==> config.mk <==
export PLATFORM = sky130hd
export DESIGN_NAME = cheese_ctl_flat
export DESIGN_NICKNAME = d
export VERILOG_FILES = /design/src/rtl/game_pkg.sv /design/src/rtl/pos_if.sv /design/src/rtl/lfsr16.sv /design/src/rtl/cheese_ctl.sv /design/src/flat_wrapper.sv
export SDC_FILE = /design/constraint.sdc
export NUM_CORES = 1
export LEC_CHECK = 0
export BUFFER_PORTS_ARGS = -buffer_cell sky130_fd_sc_hd__buf_2
export CORE_MARGIN = 2
export CORE_UTILIZATION = 60
export CTS_BUF_LIST = sky130_fd_sc_hd__clkbuf_2 sky130_fd_sc_hd__clkbuf_4 sky130_fd_sc_hd__clkbuf_8
export DETAILED_ROUTE_END_ITERATION = 10
export PLACE_DENSITY = 0.83
export SLEW_MARGIN = 10
export SYNTH_ARGS = -nofsm -noshare
export SYNTH_HDL_FRONTEND = slang
export SYNTH_HIERARCHICAL = 1
export SYNTH_SLANG_ARGS = --single-unit
==> constraint.sdc <==
create_clock -name clk -period 9.93 [get_ports clk]
set_input_delay 2.4825 -clock clk [delete_from_list [all_inputs] [get_ports clk]]
set_output_delay 2.4825 -clock clk [all_outputs]
set_load 0.01 [all_outputs]
==> src/rtl/game_pkg.sv <==
// -----------------------------------------------------------------------------
// game_pkg
// Shared game constants and types for the VGA game pipeline.
//   - Sprite footprints for the cheese and for Jerry.
//   - Cheese controller state type, LFSR seed and default spawn bounds.
//   - cheese_wrap(): folds a raw LFSR field into [lo, hi].
// No ports (package).
// -----------------------------------------------------------------------------
package game_pkg;

    localparam int CHEESE_WIDTH  = 32;
    localparam int CHEESE_HEIGHT = 24;
    localparam int JERRY_WIDTH   = 24;
    localparam int JERRY_HEIGHT  = 32;

    localparam logic [15:0] CHEESE_LFSR_SEED = 16'hACE1;

    localparam int CHEESE_X_MIN = 32;
    localparam int CHEESE_X_MAX = 700;
    localparam int CHEESE_Y_MIN = 100;
    localparam int CHEESE_Y_MAX = 450;

    typedef enum logic [1:0] {
        IDLE,
        SPAWN,
        ACTIVE,
        WAIT
    } cheese_state_t;

    // The raw field is never more than twice the span, so a single
    // conditional subtraction is enough to land inside [lo, hi].
    function automatic logic [10:0] cheese_wrap(input logic [11:0] raw,
                                                input logic [11:0] lo,
                                                input logic [11:0] hi);
        logic [11:0] span;
        span = hi - lo;
        if (raw <= span)
            return 11'(lo + raw);
        return 11'(lo + raw - (span + 12'd1));
    endfunction

endpackage

==> src/rtl/pos_if.sv <==
// -----------------------------------------------------------------------------
// pos_if
// Top-left sprite position bundle passed between pipeline stages.
//   x, y : 11-bit pixel coordinates
// Modports: in (consumer), out (producer).
// -----------------------------------------------------------------------------
interface pos_if;
    logic [10:0] x;
    logic [10:0] y;

    modport in  (input  x, input  y);
    modport out (output x, output y);
endinterface

==> src/rtl/lfsr16.sv <==
// -----------------------------------------------------------------------------
// lfsr16
// Free-running 16-bit Fibonacci LFSR, taps 16,14,13,11 (maximal length).
// A non-zero seed guarantees the all-zero lock-up state is never reached.
// Ports:
//   clk   in  system clock
//   rst   in  synchronous active-high reset, loads SEED
//   state out current 16-bit register contents
// -----------------------------------------------------------------------------
module lfsr16 #(
    parameter logic [15:0] SEED = 16'hACE1
) (
    input  logic        clk,
    input  logic        rst,
    output logic [15:0] state
);

    always_ff @(posedge clk) begin
        if (rst)
            state <= SEED;
        else
            state <= {state[14:0], state[15] ^ state[13] ^ state[12] ^ state[10]};
    end

endmodule

==> src/rtl/cheese_ctl.sv <==
// -----------------------------------------------------------------------------
// cheese_ctl
// Game-logic controller for the cheese sprite. Spawns the cheese at a
// pseudo-random position, detects Jerry touching it, counts pickups and
// hides the cheese for RESPAWN_FRAMES frames before respawning it.
// All position / visibility / hit decisions happen only on the frame tick
// (rising edge of vblnk) so the sprite never moves mid-frame.
// Ports:
//   clk       in   system clock
//   rst       in   synchronous active-high reset
//   vblnk     in   vertical blank; rising edge = frame tick
//   game_en   in   high while a game is running
//   pjerry    in   Jerry top-left position (pos_if.in)
//   pout      out  cheese top-left position to the draw stage (pos_if.out)
//   visible   out  cheese is drawn
//   collected out  one-cycle pulse on pickup
//   score     out  cheeses collected this game, saturating at 255
// -----------------------------------------------------------------------------
module cheese_ctl
    import game_pkg::*;
#(
    parameter int RESPAWN_FRAMES = 120,
    parameter int X_MIN          = CHEESE_X_MIN,
    parameter int X_MAX          = CHEESE_X_MAX,
    parameter int Y_MIN          = CHEESE_Y_MIN,
    parameter int Y_MAX          = CHEESE_Y_MAX
) (
    input  logic       clk,
    input  logic       rst,
    input  logic       vblnk,
    input  logic       game_en,
    pos_if.in          pjerry,
    pos_if.out         pout,
    output logic       visible,
    output logic       collected,
    output logic [7:0] score
);

    localparam int CNT_W = (RESPAWN_FRAMES > 1) ? $clog2(RESPAWN_FRAMES) : 1;
    localparam logic [CNT_W-1:0] CNT_LAST = CNT_W'(RESPAWN_FRAMES - 1);

    localparam logic [11:0] XLO = 12'(X_MIN);
    localparam logic [11:0] XHI = 12'(X_MAX);
    localparam logic [11:0] YLO = 12'(Y_MIN);
    localparam logic [11:0] YHI = 12'(Y_MAX);

    logic [15:0]      lfsr;
    logic             vblnk_q;
    logic             tick;
    logic             hit;
    logic [10:0]      spawn_x;
    logic [10:0]      spawn_y;

    cheese_state_t    state_q, state_d;
    logic [10:0]      pos_x_q, pos_y_q;
    logic [10:0]      pos_x_d, pos_y_d;
    logic             vis_d;
    logic             col_d;
    logic [7:0]       score_d;
    logic [CNT_W-1:0] cnt_q, cnt_d;

    lfsr16 #(
        .SEED (CHEESE_LFSR_SEED)
    ) u_lfsr (
        .clk   (clk),
        .rst   (rst),
        .state (lfsr)
    );

    assign tick = vblnk & ~vblnk_q;

    assign spawn_x = cheese_wrap({2'b00, lfsr[15:6]}, XLO, XHI);
    assign spawn_y = cheese_wrap({3'b000, lfsr[8:0]}, YLO, YHI);

    // Strict inequalities: boxes that only share an edge do not overlap.
    // Widened to 12 bits so right/bottom edges near 2047 cannot wrap.
    always_comb begin
        logic [11:0] jx, jy, cx, cy;
        jx  = {1'b0, pjerry.x};
        jy  = {1'b0, pjerry.y};
        cx  = {1'b0, pos_x_q};
        cy  = {1'b0, pos_y_q};
        hit = (jx < cx + 12'(CHEESE_WIDTH))  && (cx < jx + 12'(JERRY_WIDTH)) &&
              (jy < cy + 12'(CHEESE_HEIGHT)) && (cy < jy + 12'(JERRY_HEIGHT));
    end

    assign pout.x = pos_x_q;
    assign pout.y = pos_y_q;

    always_comb begin
        state_d = state_q;
        pos_x_d = pos_x_q;
        pos_y_d = pos_y_q;
        vis_d   = visible;
        col_d   = 1'b0;
        score_d = score;
        cnt_d   = cnt_q;

        // Losing game_en overrides everything, including a coincident tick.
        if (!game_en) begin
            state_d = IDLE;
            vis_d   = 1'b0;
        end else begin
            unique case (state_q)
                IDLE: begin
                    vis_d   = 1'b0;
                    score_d = 8'd0;
                    state_d = SPAWN;
                end
                SPAWN: begin
                    if (tick) begin
                        pos_x_d = spawn_x;
                        pos_y_d = spawn_y;
                        vis_d   = 1'b1;
                        state_d = ACTIVE;
                    end
                end
                ACTIVE: begin
                    if (tick && hit) begin
                        col_d   = 1'b1;
                        score_d = (score == 8'hFF) ? score : score + 8'd1;
                        vis_d   = 1'b0;
                        cnt_d   = '0;
                        state_d = WAIT;
                    end
                end
                WAIT: begin
                    // cnt counts ticks already spent hidden; the tick that finds
                    // it at the last value is the RESPAWN_FRAMES-th one.
                    if (tick) begin
                        if (cnt_q == CNT_LAST) begin
                            pos_x_d = spawn_x;
                            pos_y_d = spawn_y;
                            vis_d   = 1'b1;
                            state_d = ACTIVE;
                        end else begin
                            cnt_d = cnt_q + CNT_W'(1);
                        end
                    end
                end
                default: state_d = IDLE;
            endcase
        end
    end

    always_ff @(posedge clk) begin
        if (rst) begin
            state_q   <= IDLE;
            pos_x_q   <= '0;
            pos_y_q   <= '0;
            visible   <= 1'b0;
            collected <= 1'b0;
            score     <= 8'd0;
            cnt_q     <= '0;
            vblnk_q   <= 1'b0;
        end else begin
            state_q   <= state_d;
            pos_x_q   <= pos_x_d;
            pos_y_q   <= pos_y_d;
            visible   <= vis_d;
            collected <= col_d;
            score     <= score_d;
            cnt_q     <= cnt_d;
            vblnk_q   <= vblnk;
        end
    end

endmodule

==> src/flat_wrapper.sv <==
// flat-port wrapper written by rule: the top's interface ports become plain ports
module cheese_ctl_flat import game_pkg::*;
#(
    parameter int RESPAWN_FRAMES = 120,
    parameter int X_MIN          = CHEESE_X_MIN,
    parameter int X_MAX          = CHEESE_X_MAX,
    parameter int Y_MIN          = CHEESE_Y_MIN,
    parameter int Y_MAX          = CHEESE_Y_MAX
)
  (clk, rst, vblnk, game_en, visible, collected, score, pjerry_x, pjerry_y, pout_x, pout_y);
  pos_if pjerry_i ();
  pos_if pout_i ();
  input  logic clk;
  input  logic rst;
  input  logic vblnk;
  input  logic game_en;
  output logic visible;
  output logic collected;
  output logic [7:0] score;
  input wire logic [$bits(pjerry_i.x)-1:0] pjerry_x;
  input wire logic [$bits(pjerry_i.y)-1:0] pjerry_y;
  output wire logic [$bits(pout_i.x)-1:0] pout_x;
  output wire logic [$bits(pout_i.y)-1:0] pout_y;
  assign pjerry_i.x = pjerry_x;
  assign pjerry_i.y = pjerry_y;
  assign pout_x = pout_i.x;
  assign pout_y = pout_i.y;
  cheese_ctl #(.RESPAWN_FRAMES(RESPAWN_FRAMES), .X_MIN(X_MIN), .X_MAX(X_MAX), .Y_MIN(Y_MIN), .Y_MAX(Y_MAX)) u_core (.clk(clk), .rst(rst), .vblnk(vblnk), .game_en(game_en), .pjerry(pjerry_i), .pout(pout_i), .visible(visible), .collected(collected), .score(score));
endmodule
==> results.sh, run 1 <==
export IMPL_hold_viol_final=0
export IMPL_synth_common_cells="dfxtp_1 (58), ha_1 (56), nor2_1 (44)"
export IMPL_cts_setup_buffers=0
export IMPL_yosysUniqueCellTypes=62
export IMPL_async_flop_share=0
export IMPL_portBuffers=57
export IMPL_row_count=30
export IMPL_worst_slew_pin_slew_ns=0.930
export IMPL_grt_start_max_net_pins=50
export IMPL_viasPerCell=5.70
export IMPL_synthAdderAreaFrac=0.166
export IMPL_clkPwrFrac=0.389
export IMPL_cts_root_buffer="clkbuf_8"
export IMPL_rsz0062_at_grt="no"
export IMPL_drive_above_1_share=0.152
export IMPL_drt_iter0_markers=249
export IMPL_synth_net_count=586
export IMPL_top_usage_layer="met2"
export IMPL_synth_compound_area_frac=0.201
export IMPL_cts_buffers=9
export IMPL_synth_edf_count=0
export IMPL_synthCells=504
export IMPL_crit_path_cell_trace="buf_2 -> inv_1 -> ha_1 -> xor2_1 -> ha_1 -> a211oi_1 -> nor2_1 -> a211oi_1 -> o21ai_0 -> a2111oi_4 -> a41oi_2 -> a221o_1"
export IMPL_cts_resized=0
export IMPL_dr_pass1_iters=4
export IMPL_grt_pass1_vias=3398
export IMPL_drt_wirelength_per_cell_um=14.2
export IMPL_insertion_delay_ns=0.32
export IMPL_grt_ovfl_total=0
export IMPL_nets=643
export IMPL_antenna_left=0
export IMPL_cpPeakStageDelay_ns=0.56
export IMPL_comb_power_share=0.173
export IMPL_antenna_found_initial=0
export IMPL_die_y_um=88.0
export IMPL_p_leak_nw=2.13
export IMPL_switching_share=0.268
export IMPL_vdd_drop_max_uv=101
export IMPL_seq_power_share=0.438
export IMPL_grt_use_total=0.251
export IMPL_clkTransAtPathRegs_ns=0.07
export IMPL_synth_top_flop_cell="dfxtp_1"
export IMPL_syn_avg_cell_area_um2=8.39
export IMPL_setup_tns_ns=0
export IMPL_cts_tree="yes"
export IMPL_wl_um=9410
export IMPL_gr_usage_met2=0.406
export IMPL_start_kind="primary input"
export IMPL_power_per_cell_area_mw_per_mm2=120
export IMPL_area_growth_syn_to_layout_pct=13.3
export IMPL_min_path_type="flop to flop"
export IMPL_p_int_mw=0.422
export IMPL_ys_ff_latch=58
export IMPL_fin_cells=661
export IMPL_die_w_um=88.0
export IMPL_slew_viol_final=0
export IMPL_met1_usage=0.339
export IMPL_yosys_area_share_simple=0.217
export IMPL_htree_levels=3
export IMPL_die_area_mm2=0.00774
export IMPL_critPathSlowestCell="a2111oi_4"
export IMPL_cap_violations=0
export IMPL_synthMuxAreaShare=0.00769
export IMPL_grt_first_pass_wirelength_um=15400
export IMPL_max_slew_margin_rel=0.380
export IMPL_endpoint_kind="flop"
export IMPL_globalplace_congestion=0.891
export IMPL_synth_top_area_share=0.275
export IMPL_worstPathMaxFanout=7
export IMPL_clock_skew_ns=0.00847
export IMPL_fin_crit_ns=5.19
export IMPL_place_inst=646
export IMPL_required_ns=10.14
export IMPL_clkSinkCount=58
export IMPL_syn_area_mm2=0.00423
export IMPL_yosysMostFrequentCell="dfxtp_1"
export IMPL_drc=0
export IMPL_worstPathArrival_ns=5.41
export IMPL_fin_crit_sh=0.523
export IMPL_start_util=0.622
export IMPL_yosysSeqAreaShare=0.275
export IMPL_diodes=0
export IMPL_setup_violations=0
export IMPL_grt_use_met3=0.0584
export IMPL_nFillCells=568
export IMPL_critical_path_class="primary input to flop"
export IMPL_hpwl_um=7090
export IMPL_core_area_mm2=0.00679
export IMPL_synth_top_area_cell="dfxtp_1"
export IMPL_status="finished, final reports clean"
export IMPL_vias=3765
export IMPL_switchingPower_mw=0.154
export IMPL_pin_count=58
export IMPL_synth_xor_area_share=0.0973
export IMPL_synth_top_cells_by_area="dfxtp_1 (27%), ha_1 (17%), xor2_1 (5.2%)"
export IMPL_cts_hold_buffers=0
export IMPL_fmaxAchievable_mhz=193
export IMPL_synth_top_family_by_area="simple AND/OR/NAND/NOR gates"
export IMPL_cts_buffer_depth=2
export IMPL_yosys_warnings=6
## metrics by stage
stage                     hold WS, ns  power [mW]  utilization  instance area, um^2  setup slack [ns]
after detailed placement        0.488       0.355        0.674                 4580              4.48
after global routing            0.530       0.606        0.705                 4790              4.57
final                           0.496       0.576        0.705                 4790              4.74
after CTS                       0.497       0.579        0.705                 4790              4.83
after global placement          0.477       0.351        0.674                 4580              4.66
after floorplan                 0.436       0.326            -                 4230              5.00
## worst paths after layout
check / startpoint / to / slack [ns] / cells after the start
worst min-delay path: u_core/pout.y[2]$_SDFFE_PP0P_ / u_core/pout.y[2]$_SDFFE_PP0P_ / 0.50 / 2
worst max register to register: u_core/pout.x[7]$_SDFFE_PP0P_ / u_core/cnt_q[2]$_SDFFE_PP0P_ / 6.72 / 10
worst max-delay path: pjerry_x[3] / u_core/cnt_q[2]$_SDFFE_PP0P_ / 4.74 / 12
worst min register to register: u_core/pout.y[2]$_SDFFE_PP0P_ / u_core/pout.y[2]$_SDFFE_PP0P_ / 0.50 / 2
## flip-flops by register name, summed over array words and instances, names as in the netlist
signal               cells
u_core/pout.y           11
u_core/score             8
u_core/pout.x           11
u_core/u_lfsr/state     16
u_core/cnt_q             7
u_core/collected         1
u_core/vblnk_q           1
u_core/state_q           2
u_core/visible           1
## power by group through the flow
stage	combinational, mW	sequential (mW)	clock, mW
after floorplan	0.0722	0.254	0
after global placement	0.0948	0.257	0
after detailed placement	0.0980	0.257	0
after CTS	0.0991	0.252	0.228
after global routing	0.112	0.253	0.240
final	0.0997	0.252	0.224
## cell type report
class,instances,area [um^2],area share
Sequential cell,58,1160,0.242
Timing Repair Buffer,57,285,0.0596
Tap cell,96,120,0.0251
Multi-Input combinational cell,407,2910,0.608
Clock inverter,2,35.0,0.00731
Clock buffer,13,173,0.0361
Inverter,28,105,0.0219
## layer usage
layer,part of all wire,vias to the layer above
met5,0,-
met4,0.0058,0
met3,0.041,6
met2,0.47,89
met1,0.48,1743
li1,-,1927
## cell families after synthesis
family,Yosys count
multiplexers,3
XOR/XNOR,47
AND/OR/NAND/NOR,177
adder cells (fa/ha/maj),56
buffers and inverters,39
flip-flops,58
AO/OA/AOI/OAI,124
## critical path: cells and delay by family
kind                     cells  cell delay (ns)
XOR/XNOR                     1             0.16
AND/OR/NAND/NOR              1             0.08
buffers and inverters        2             0.20
adder cells (fa/ha/maj)      2             0.53
AO/OA/AOI/OAI                6             1.96
## cell usage in the layout (no fill, tap or decap), types with 8 or more instances in the layout
cell type  Yosys  layout
inv_1         28      28
nor2_1        44      44
o31ai_1       10      10
buf_2          0      57
ha_1          56      56
nand2_1       35      35
a211oi_1      19      19
xor2_1        25      25
clkbuf_8       0      12
or2_1          8       8
nand3_1       22      22
a21oi_1       29      29
nor2b_1       14      14
o21ai_0       22      22
dfxtp_1       58      58
a21o_1         8       8
xnor2_1       22      22
and3_1        12      12
nand2b_1      13      13
(Power assumes the default switching activity.)
==> inputs of run 2 (changes only) <==
==> constraint.sdc (replaced) <==
create_clock -name clk -period 4.93 [get_ports clk]
set_input_delay 1.2325 -clock clk [delete_from_list [all_inputs] [get_ports clk]]
set_output_delay 1.2325 -clock clk [all_outputs]
set_load 0.01 [all_outputs]
==> run 2 against run 1 <==
  * Core utilization barely moved
  * Clock power rose by 110%
  * Die area did not move
  * Critical path depth did not move
  * Largest power group unchanged
  * Global-route usage rose by 0.19 points
  * Combinational power rose by 100%
  * Clock skew rose by 0.0030 ns
  * Clock-buffer cell count rose by 1
  * Design area barely moved
==> results.sh, run 2 (synthesis gave the netlist of run 1 again) <==
export IMPL_antenna_left=0
export IMPL_vias=3798
export IMPL_final_cell_mix="dfxtp_1 (58), buf_2 (57), ha_1 (56), nor2_1 (44), nand2_1 (35)"
export IMPL_grt_first_pass_wirelength_um=15500
export IMPL_final_common_cell="dfxtp_1"
export IMPL_cts_hold_buffers=0
export IMPL_timing_rr_start="u_core/pout.x[7]$_SDFFE_PP0P_"
export IMPL_die_area_mm2=0.00774
export IMPL_p_int_mw=0.850
export IMPL_largest_register="u_core/u_lfsr/state"
export IMPL_clkTransAtPathRegs_ns=0.06
export IMPL_max_slew_margin_rel=0.361
export IMPL_area_growth_syn_to_layout_pct=13.3
export IMPL_timing_hold_ws_ns=0.496
export IMPL_diodes=0
export IMPL_die_w_um=88.0
export IMPL_hold_path_endpoint="u_core/pout.y[2]$_SDFFE_PP0P_"
export IMPL_p_leak_nw=2.13
export IMPL_cts_buffer_depth=2
export IMPL_place_inst=646
export IMPL_status="finished, final reports clean"
export IMPL_crit_path_cell_trace="buf_2 -> inv_1 -> ha_1 -> xor2_1 -> ha_1 -> a211oi_1 -> nor2_1 -> a211oi_1 -> o21ai_0 -> a2111oi_4 -> a41oi_2 -> a221o_1"
export IMPL_drc=0
export IMPL_cts_tree="yes"
export IMPL_fmaxAchievable_mhz=261
export IMPL_antenna_found_initial=0
export IMPL_power_per_cell_area_mw_per_mm2=244
export IMPL_grt_use_total=0.253
export IMPL_cts_setup_buffers=0
export IMPL_rsz0062_at_grt="no"
export IMPL_grt_pass1_vias=3510
export IMPL_postLayoutCellArea_mm2=0.00479
export IMPL_start_util=0.622
export IMPL_clock_skew_ns=0.0114
export IMPL_insertion_delay_ns=0.34
export IMPL_switchingPower_mw=0.320
export IMPL_fin_cells=662
export IMPL_required_ns=5.16
export IMPL_fin_crit_sh=0.777
export IMPL_cap_violations=0
export IMPL_htree_levels=3
export IMPL_power_mw=1.17
export IMPL_r2r_end="u_core/cnt_q[2]$_SDFFE_PP0P_"
export IMPL_critPathSlowestCell="a2111oi_4"
export IMPL_worstPathMaxFanout=7
export IMPL_hpwl_um=7170
export IMPL_cpPeakStageDelay_ns=0.54
export IMPL_worst_slew_pin_slew_ns=0.958
export IMPL_largest_reg_flops=16
export IMPL_wl_um=9460
export IMPL_endpoint_kind="flop"
export IMPL_core_area_mm2=0.00679
export IMPL_worst_slack_ns=1.10
export IMPL_globalplace_congestion=0.896
export IMPL_clkSinkCount=58
export IMPL_fin_crit_ns=3.83
export IMPL_cts_buffers=9
export IMPL_min_from="u_core/pout.y[2]$_SDFFE_PP0P_"
export IMPL_cts_root_buffer="clkbuf_8"
export IMPL_setup_violations=0
export IMPL_rr_worst_depth=10
export IMPL_row_count=30
export IMPL_reg2reg_slack_ns=1.73
export IMPL_place_area_mm2=0.00458
export IMPL_worstPathArrival_ns=4.06
export IMPL_critical_path_class="primary input to flop"
export IMPL_clkPwrFrac=0.393
export IMPL_drive_above_1_share=0.154
export IMPL_seq_power_share=0.434
export IMPL_viasPerCell=5.74
export IMPL_hold_viol_final=0
export IMPL_nets=643
export IMPL_min_path_type="flop to flop"
export IMPL_comb_power_share=0.173
export IMPL_slew_viol_final=0
export IMPL_whs_path_depth=2
export IMPL_setup_tns_ns=0
export IMPL_vdd_drop_max_uv=199
export IMPL_cts_resized=0
export IMPL_pin_count=58
export IMPL_drt_wirelength_per_cell_um=14.3
export IMPL_portBuffers=57
export IMPL_drt_iter0_markers=207
export IMPL_grt_ovfl_total=0
export IMPL_place_worst_setup_slack_ns=0.798
export IMPL_finalCoreUtilization=0.705
export IMPL_dr_pass1_iters=4
export IMPL_grt_start_max_net_pins=50
export IMPL_switching_share=0.273
export IMPL_start_kind="primary input"
export IMPL_die_y_um=88.0
==> run 2: changes by cell type in the layout (fill, tap and decap cells not counted) <==
cell and change:
clkbuf_4 +2, clkbuf_8 -1
==> run 2: worst max-delay path: cells and delay by family <==
family                   cells  cell delay, ns
buffers and inverters        2            0.19
AND/OR/NAND/NOR              1            0.07
AO/OA/AOI/OAI                6            1.87
adder cells (fa/ha/maj)      2            0.54
XOR/XNOR                     1            0.16
==> run 2: worst max path at each step <==
stage	start	endpoint	slack [ns]	cells past startpoint
6_report	pjerry_x[3]	u_core/cnt_q[2]$_SDFFE_PP0P_	1.10	12
3_3_place_gp	pjerry_x[3]	u_core/cnt_q[2]$_SDFFE_PP0P_	0.91	12
3_5_place_dp	pjerry_x[3]	u_core/cnt_q[2]$_SDFFE_PP0P_	0.80	12
5_1_grt	pjerry_x[3]	u_core/cnt_q[2]$_SDFFE_PP0P_	0.85	12
2_1_floorplan	pjerry_x[3]	u_core/score[2]$_SDFFE_PP0P_	1.25	12
4_1_cts	pjerry_x[3]	u_core/cnt_q[2]$_SDFFE_PP0P_	1.15	12
==> run 2: routing by layer <==
layer	up-vias	share of wire	wire (um)	track usage
met3	20	0.045	424	0.0358
li1	1922	-	-	-
met2	85	0.46	4350	0.424
met4	0	0.020	193	0.106
met5	-	0	0	0
met1	1771	0.48	4500	0.326
==> run 2: power by group through the flow <==
stage | Combinational (mW) | Sequential (mW) | Clock, mW
finish | 0.202 | 0.508 | 0.460
global placement | 0.191 | 0.517 | 0
floorplan | 0.145 | 0.512 | 0
global route | 0.226 | 0.510 | 0.479
detailed placement | 0.198 | 0.518 | 0
CTS | 0.201 | 0.508 | 0.465
==> run 2: final cells by class <==
| class | instances | area (um^2) |
|---|---|---|
| clock inverters | 2 | 35.0 |
| inverters | 28 | 105 |
| well taps | 96 | 120 |
| multi-input cells | 407 | 2910 |
| fillers | 543 | 2000 |
| clock buffers | 14 | 174 |
| flip-flops and latches | 58 | 1160 |
| repair buffers | 57 | 285 |
==> inputs of run 3 (changes only) <==
--- a/config.mk
+++ b/config.mk
@@ -5,12 +5,13 @@
 export SDC_FILE = /design/constraint.sdc
 export NUM_CORES = 1
 export LEC_CHECK = 0
+export ABC_AREA = 1
 export BUFFER_PORTS_ARGS = -buffer_cell sky130_fd_sc_hd__buf_2
 export CORE_MARGIN = 2
-export CORE_UTILIZATION = 60
+export CORE_UTILIZATION = 55
 export CTS_BUF_LIST = sky130_fd_sc_hd__clkbuf_2 sky130_fd_sc_hd__clkbuf_4 sky130_fd_sc_hd__clkbuf_8
 export DETAILED_ROUTE_END_ITERATION = 10
-export PLACE_DENSITY = 0.83
+export PLACE_DENSITY = 0.79
 export SLEW_MARGIN = 10
 export SYNTH_ARGS = -nofsm -noshare
 export SYNTH_HDL_FRONTEND = slang
==> constraint.sdc (replaced) <==
create_clock -name clk -period 3.4 [get_ports clk]
set_input_delay 0.85 -clock clk [delete_from_list [all_inputs] [get_ports clk]]
set_output_delay 0.85 -clock clk [all_outputs]
set_load 0.01 [all_outputs]
==> run 3 against run 2 <==
  * Power increased by 48%
  * Global-route usage is 2.7 points lower
  * Via count rose by 18%
  * Wire length is 13% higher
  * Critical path depth increased by 7
  * Clock power up 31%
  * Clock-buffer cell count did not move
  * Sequential power is 48% higher
  * Critical path type unchanged
  * Critical endpoint is now u_core/score[5]$_SDFFE_PP0P_
==> results.sh, run 3 <==
export IMPL_vias=4471
export IMPL_pin_count=58
export IMPL_portBuffers=57
export IMPL_finalCoreUtilization=0.638
export IMPL_grt_pass1_vias=4148
export IMPL_power_per_cell_area_mw_per_mm2=329
export IMPL_clock_skew_ns=0.0142
export IMPL_switching_share=0.309
export IMPL_synthCells=703
export IMPL_syn_avg_cell_area_um2=6.73
export IMPL_cts_hold_buffers=0
export IMPL_cts_resized=0
export IMPL_final_cell_mix="nand2_1 (154), inv_1 (125), nor2_1 (69), dfxtp_1 (58), buf_2 (57)"
export IMPL_largest_reg_flops=16
export IMPL_hold_viol_final=0
export IMPL_critical_path_class="primary input to flop"
export IMPL_required_ns=3.68
export IMPL_grt_first_pass_wirelength_um=18000
export IMPL_cap_violations=0
export IMPL_nFillCells=765
export IMPL_clkSinkCount=58
export IMPL_cts_buffer_depth=2
export IMPL_setup_tns_ns=0
export IMPL_timing_rr_start="u_core/pout.y[3]$_SDFFE_PP0P_"
export IMPL_viasPerCell=5.14
export IMPL_yosys_warnings=6
export IMPL_diodes=0
export IMPL_max_slew_margin_rel=0.441
export IMPL_largest_register="u_core/u_lfsr/state"
export IMPL_crit_path_cell_trace="buf_2 -> inv_1 -> ha_1 -> nor2_2 -> nand2_1 -> xor2_1 -> ha_1 -> a21o_1 -> nand3_1 -> nand2_1 -> nor2_1 -> nand2_1 -> nor2_2 -> nand3_2 -> nand2_2 -> nand3_2 -> nand2_1 -> inv_1 -> nor2_1"
export IMPL_worstPathArrival_ns=3.21
export IMPL_antenna_found_initial=0
export IMPL_wl_um=10700
export IMPL_setup_violations=0
export IMPL_fin_crit_ns=2.93
export IMPL_htree_levels=3
export IMPL_globalplace_congestion=0.887
export IMPL_worst_slew_pin_slew_ns=0.835
export IMPL_synth_common_cells="nand2_1 (154), inv_1 (125), nor2_1 (69)"
export IMPL_core_area_mm2=0.00826
export IMPL_async_flop_share=0
export IMPL_row_count=33
export IMPL_yosysMostFrequentCell="nand2_1"
export IMPL_fin_crit_sh=0.861
export IMPL_synth_top_area_cell="dfxtp_1"
export IMPL_die_w_um=96.7
export IMPL_cts_setup_buffers=0
export IMPL_reg2reg_slack_ns=0.72
export IMPL_clkTransAtPathRegs_ns=0.07
export IMPL_hpwl_um=8170
export IMPL_cpPeakStageDelay_ns=0.28
export IMPL_seq_power_share=0.433
export IMPL_fmaxAchievable_mhz=342
export IMPL_switchingPower_mw=0.536
export IMPL_yosysUniqueCellTypes=34
export IMPL_synth_top_area_share=0.246
export IMPL_fin_cells=870
export IMPL_antenna_left=0
export IMPL_die_area_mm2=0.00935
export IMPL_clkPwrFrac=0.346
export IMPL_endpoint_kind="flop"
export IMPL_critPathTopFamily="simple AND/OR/NAND/NOR gates"
export IMPL_syn_area_mm2=0.00473
export IMPL_drive_above_1_share=0.125
export IMPL_worstPathMaxFanout=8
export IMPL_path_common_cell="nand2_1"
export IMPL_slew_viol_final=0
export IMPL_drc=0
export IMPL_synth_net_count=785
export IMPL_p_int_mw=1.20
export IMPL_vdd_drop_max_uv=236
export IMPL_start_kind="primary input"
export IMPL_start_util=0.573
export IMPL_nets=842
export IMPL_grt_start_max_net_pins=30
export IMPL_grt_ovfl_total=0
export IMPL_cts_buffers=9
export IMPL_drt_wirelength_per_cell_um=12.3
export IMPL_status="finished, final reports clean"
export IMPL_multi_input_area_mm2=0.00300
export IMPL_cts_root_buffer="clkbuf_8"
export IMPL_critPathBufInv=3
export IMPL_regArea_mm2=0.00116
export IMPL_synth_edf_count=0
export IMPL_place_inst=854
export IMPL_area_growth_syn_to_layout_pct=11.5
export IMPL_min_from="u_core/u_lfsr/state[0]$_SDFF_PP1_"
export IMPL_min_path_type="flop to flop"
export IMPL_cts_tree="yes"
export IMPL_die_y_um=96.7
export IMPL_synth_top_flop_cell="dfxtp_1"
export IMPL_critPathSlowestCell="ha_1"
export IMPL_rsz0062_at_grt="no"
export IMPL_final_common_cell="nand2_1"
export IMPL_yosysSeqAreaShare=0.246
export IMPL_insertion_delay_ns=0.34
export IMPL_comb_power_share=0.221
export IMPL_ys_ff_latch=58
export IMPL_grt_use_total=0.226
export IMPL_drt_iter0_markers=188
export IMPL_p_leak_nw=2.81
export IMPL_startpoint="pjerry_x[3]"
export IMPL_synth_top_cells_by_area="dfxtp_1 (25%), ha_1 (15%), nand2_1 (12%)"
export IMPL_dr_pass1_iters=5
==> run 3: cell count changes after synthesis, moves of 12 or more <==
cell	previous run	this run
nand2_1	35	154
and3_1	12	0
nand4_1	4	25
inv_1	28	125
nand2b_1	13	0
nor2_1	44	69
a211oi_1	19	0
nor2b_1	14	0
==> run 3: worst paths after layout <==
check,endpoint,cells past startpoint
setup / recovery,u_core/score[5]$_SDFFE_PP0P_,19
hold / removal,u_core/u_lfsr/state[1]$_SDFF_PP0_,2
hold reg to reg,u_core/u_lfsr/state[1]$_SDFF_PP0_,2
setup reg to reg,u_core/score[5]$_SDFFE_PP0P_,16
==> run 3: per-stage QoR <==
stage          worst slack (ns)  hold slack [ns]  power (mW)  cell area, um^2
6_report                  0.473            0.475        1.74             5270
5_1_grt                   0.281            0.502        1.84             5270
4_1_cts                   0.512            0.478        1.75             5270
3_5_place_dp              0.145            0.464        1.15             5080
3_3_place_gp              0.218            0.455        1.13             5080
2_1_floorplan             0.478            0.403        1.04             4730
==> run 3: power groups by stage <==
stage	sequential, mW	clock (mW)	combinational (mW)
floorplan	0.761	0	0.280
global placement	0.764	0	0.365
detailed placement	0.766	0	0.380
CTS	0.751	0.613	0.382
global route	0.757	0.648	0.438
finish	0.751	0.601	0.383
==> run 3: area by class of cell <==
class,count,share of cell area
tap,105,0.0249
clock buffer,14,0.0342
multi-input combinational,504,0.569
timing repair buffer,61,0.0598
sequential,58,0.220
clock inverter,2,0.00190
inverter,126,0.0897
==> run 3: tightest hold or removal path, cell delays in order (launching register included) <==
cell and delay, ns:
dfxtp_1 0.34, inv_1 0.06, nor2_1 0.03
==> run 3: routing by layer <==
| metal | track usage | routed length (um) | up-vias |
|---|---|---|---|
| met2 | 0.380 | 4860 | 85 |
| met4 | 0.0650 | 154 | 0 |
| li1 | - | - | 2353 |
| met3 | 0.0426 | 439 | 15 |
| met5 | 0 | 0 | - |
| met1 | 0.296 | 5200 | 2018 |
==> run 3: cells by family (layout without fill, tap and decap cells) <==
family                   Yosys count  after routing  synth area share
adder cells (fa/ha/maj)           56             56             0.148
AO/OA/AOI/OAI                     93             93             0.108
buffers and inverters            141            203             0.120
AND/OR/NAND/NOR                  312            312             0.298
XOR/XNOR                          43             43            0.0797
flip-flops                        58             58             0.246
